<file path="src/rtl/barrel_unrotator.sv">
// barrel_unrotator
// Sequential rotate-left unit: undoes a rotate-right barrel shift of the same
// amount by rotating one bit position per clock. There is a single data
// register and a down-counter. Requests do not overlap. Results wait in HOLD
// until the downstream side takes them.
module barrel_unrotator #(
    parameter int WIDTH = 4,
    parameter int AMT_W = 2
) (
    input  logic             clk,
    input  logic             rst_n,
    input  logic             in_valid,
    output logic             in_ready,
    input  logic [WIDTH-1:0] in_data,
    input  logic [AMT_W-1:0] in_amt,
    output logic             out_valid,
    input  logic             out_ready,
    output logic [WIDTH-1:0] out_data,
    output logic             busy
);

    // A rotate amount must be able to reach every bit position and no further.
    // Otherwise the counter arithmetic would not match the rotation.
    if (WIDTH != (2 ** AMT_W)) begin : g_width_check
        $error("barrel_unrotator: WIDTH must equal 2**AMT_W");
    end

    typedef enum logic [1:0] {
        S_IDLE  = 2'd0,
        S_SHIFT = 2'd1,
        S_HOLD  = 2'd2
    } state_t;

    state_t           r_state;
    state_t           w_next_state;
    logic [WIDTH-1:0] r_data;
    logic [WIDTH-1:0] w_next_data;
    logic [AMT_W-1:0] r_cnt;
    logic [AMT_W-1:0] w_next_cnt;
    logic             w_accept;
    logic             w_take;

    assign w_accept = in_valid && (r_state == S_IDLE);
    assign w_take   = out_ready && (r_state == S_HOLD);

    // Next-state, next-data and next-count selection for the control FSM
    always_comb begin
        // NOTE: every signal gets a default before the case. A path that
        // leaves a signal unassigned would otherwise infer a latch.
        w_next_state = r_state;
        w_next_data  = r_data;
        w_next_cnt   = r_cnt;
        unique case (r_state)
            S_IDLE: begin
                if (w_accept) begin
                    w_next_data  = in_data;
                    w_next_cnt   = in_amt;
                    w_next_state = (in_amt == '0) ? S_HOLD : S_SHIFT;
                end
            end
            S_SHIFT: begin
                w_next_data = {r_data[WIDTH-2:0], r_data[WIDTH-1]};
                w_next_cnt  = r_cnt - AMT_W'(1);
                if (r_cnt == AMT_W'(1)) begin
                    w_next_state = S_HOLD;
                end
            end
            S_HOLD: begin
                if (w_take) begin
                    w_next_state = S_IDLE;
                end
            end
            default: begin
                w_next_state = S_IDLE;
            end
        endcase
    end

    // State, data and counter registers. An asynchronous reset aborts any
    // operation in flight.
    always_ff @(posedge clk or negedge rst_n) begin
        // NOTE: sequential state uses non-blocking assignments. Every register
        // then samples pre-edge values, whatever order the statements are in.
        if (!rst_n) begin
            r_state <= S_IDLE;
            r_data  <= '0;
            r_cnt   <= '0;
        end else begin
            r_state <= w_next_state;
            r_data  <= w_next_data;
            r_cnt   <= w_next_cnt;
        end
    end

    // The outputs decode straight from the registered state. A reset
    // therefore shows up on them at once, without waiting for a clock edge.
    assign in_ready  = (r_state == S_IDLE);
    assign busy      = (r_state != S_IDLE);
    assign out_valid = (r_state == S_HOLD);
    assign out_data  = out_valid ? r_data : '0;

endmodule

</file>
<file path="config.mk">
export PLATFORM = sky130hd
export DESIGN_NAME = barrel_unrotator
export DESIGN_NICKNAME = d
export VERILOG_FILES = /design/src/rtl/barrel_unrotator.sv
export SDC_FILE = /design/constraint.sdc
export NUM_CORES = 1
export LEC_CHECK = 0
export ABC_AREA = 1
export CAP_MARGIN = 40
export CORE_AREA = 2 2 39 41
export CTS_BUF_LIST = sky130_fd_sc_hd__clkbuf_8
export DETAILED_ROUTE_END_ITERATION = 7
export DIE_AREA = 0 0 41 43
export GPL_TIMING_DRIVEN = 0
export PLACE_DENSITY = 0.67
export SYNTH_ARGS = -nofsm -noshare
export SYNTH_HDL_FRONTEND = slang
export SYNTH_SLANG_ARGS = --single-unit
</file>
<file path="constraint.sdc">
create_clock -name clk -period 1.4 [get_ports clk]
set_clock_uncertainty 0.05 [all_clocks]
set_input_delay 0.14 -clock clk [delete_from_list [all_inputs] [get_ports clk]]
set_output_delay 0.14 -clock clk [all_outputs]
set_load 0.05 [all_outputs]
</file>
==> run metrics <==
violated checks setup timing; core area 1384 µm²; drt pass-1 iters 4; Die H 43 µm; Area contributors post-synth dfrtp_1 40%, nand2_1 23%, inv_1 7.5%; footprint of the multi-input gates 281.5 µm²; cells on worst reg2reg path 8; Yosys top cell area share 0.4010; final global-route overflow total 0; Detail Route Antenna Nets 0; ant diodes 0; vias per cell 4.239; HP Class primary input to asynchronous set/reset pin; Syn Inst Count 73; routed wire length 1038 µm; WS Path Type flip-flop to output pin; Die ar. 1763 µm²; Critical Path AT 1.28 ns; Setup crit start kind flip-flop; Cells after DPL 105; Max-slew headroom 0.7817; initial core utilization 0.3608; Peak supply drop 1.001 mV; Slew Limit Fails 0; synthesized cell area 499.2 µm²; Reg2Reg Setup Slack 0.10 ns; TritonCTS clock tree built; initial antenna violation count 0; Post-route DRC 0; clock sink count 8; Tmin final 1.467 ns; first-pass GRT wire length 1621 µm; DP Worst Slack -0.5472 ns; Die W 41 µm; clock transition at the registers of the reported paths 0.04 ns; Worst Path Required 1.21 ns; Max FO, Critical Path 4; Critical path origin r_state[1]; Syn Nets 84; RSZ-0062 raised after global routing true; Clk Latency, worst-skew pair 0.22 ns; status finished with violations; Area Overhead vs Synth 63.16%; CTS Buf Count 3; register area share after synthesis 0.4010; r2r endpoint r_data[1]; largest net degree at the start of global routing 11; 1st-iter DRT viols 3; clk buf depth 2; Yosys reg bits 8; setup violators final 4; maximum clock rate 0.6817 GHz; pwr/cell area 2410 nW/µm²; count of cell types in the netlist 13; fraction of layout cells with a size suffix above 1 0.3093; GRT Resource Usage Total 0.1353; CP Capture Point out_data[0]; Fin. Hold Viols 0; H-tree Lvls 1; YS warnings 0; Least-Margin Pin Slew 0.3265 ns; Period Utilization, post-route 1.048; Reg-to-Reg Start r_state[0]; GPL Wtd Cong 0.7007; vias in the first global route 420; Non-Filler Instances 113; # rows 14; I/O Buffers 16; CP Capture Type output pin; largest area contributor in the netlist dfrtp_1; most common cell after layout, fill and taps aside nand2_1; Finished Core Util 0.5886; Pleak 0.0004101 µW; WL/cell 9.186 µm; worst setup margin -0.06688 ns; Layout Nets 110; register area 202.7 µm²; # IOs 17; root buffer cell clkbuf_8; most frequent cells in the layout 30 x nand2_1, 9 x inv_1, 9 x clkdlybuf4s50_1; setup TNS -0.2055 ns; Mapped Avg Cell Area 6.839 µm²; Vias 479; post-DP HPWL 796 µm; fillcell total 141; Max Cap Viol 0
-- stage by stage --
step                      area (µm²)  power [µW]  hold slack, ns
after CTS                      783.3        1900          0.1381
after floorplan                544.3        1309         -0.2056
final                          814.5        1963          0.1342
after detailed placement       724.4        1597          0.3741
after global placement         724.4        1582          0.3723
after global routing           814.5        2138          0.1660
-- flip-flops by register name, summed over array words and instances (netlist names) --
signal   cells
r_cnt        2
r_data       4
r_state      2
-- cell usage after synthesis (all sizes together) --
cell type  number
a21oi           1
nor2            7
ha              1
inv            13
nand3b          1
clkbuf          1
dfrtp           8
nand3           2
nand2          31
o21ai           8
-- kinds of logic (layout without fill, tap and decap cells) --
logic type	count (synthesis)	in the layout	share of synthesized area
AOI/OAI and AO/OA	9	9	0.1128
adders and majority gates	1	1	0.02506
DFF	8	8	0.4010
buffers and inverters	14	38	0.1253
and+or+nand+nor	41	41	0.3359
-- worst max-delay path, stage by stage (launching register included) --
cell	delay, ns
dfrtp_2	0.38
inv_4	0.05
nor2_4	0.12
clkinvlp_4	0.19
nor2_4	0.16
buf_8	0.15
-- final cells by class --
type                       count  area share
inverter                      13     0.06759
timing repair buffer          21      0.2458
tap                           16     0.02458
sequential                     8      0.2488
buffer                         1     0.01690
clock buffer                   3     0.05069
multi-input combinational     51      0.3456
-- power by group --
part / switching [µW] / total [µW] / internal, µW
sequential: 71.7 / 425 / 353
clock: 74.6 / 259 / 185
combinational: 809 / 1280 / 471
-- worst min-delay path by stage --
stage	startpoint	to	slack (ns)	cells after the start
3_5_place_dp	rst_n	r_data[3]	0.37	1
5_1_grt	rst_n	r_data[3]	0.17	1
4_1_cts	rst_n	r_cnt[0]	0.14	1
3_3_place_gp	rst_n	r_data[0]	0.37	1
6_report	rst_n	r_cnt[0]	0.13	1
2_1_floorplan	rst_n	r_cnt[0]	-0.21	0
-- layer usage --
metal	vias to the layer above	part of all wire	GRT usage
met3	2	0.048	0.01571
met5	-	0	0
met4	0	0.0058	0.1000
met1	200	0.50	0.1913
li1	268	-	-
met2	9	0.45	0.1813
-- timing repair --
item | 4_1_cts | 5_1_grt
pin swaps | 0 | 2
buffers inserted | 2 | 3
endpoints found under the setup margin | 7 | 6
gates resized for setup | 44 | 3
hold buffers | 0 | 0
Power figures use the tool's default switching activity.
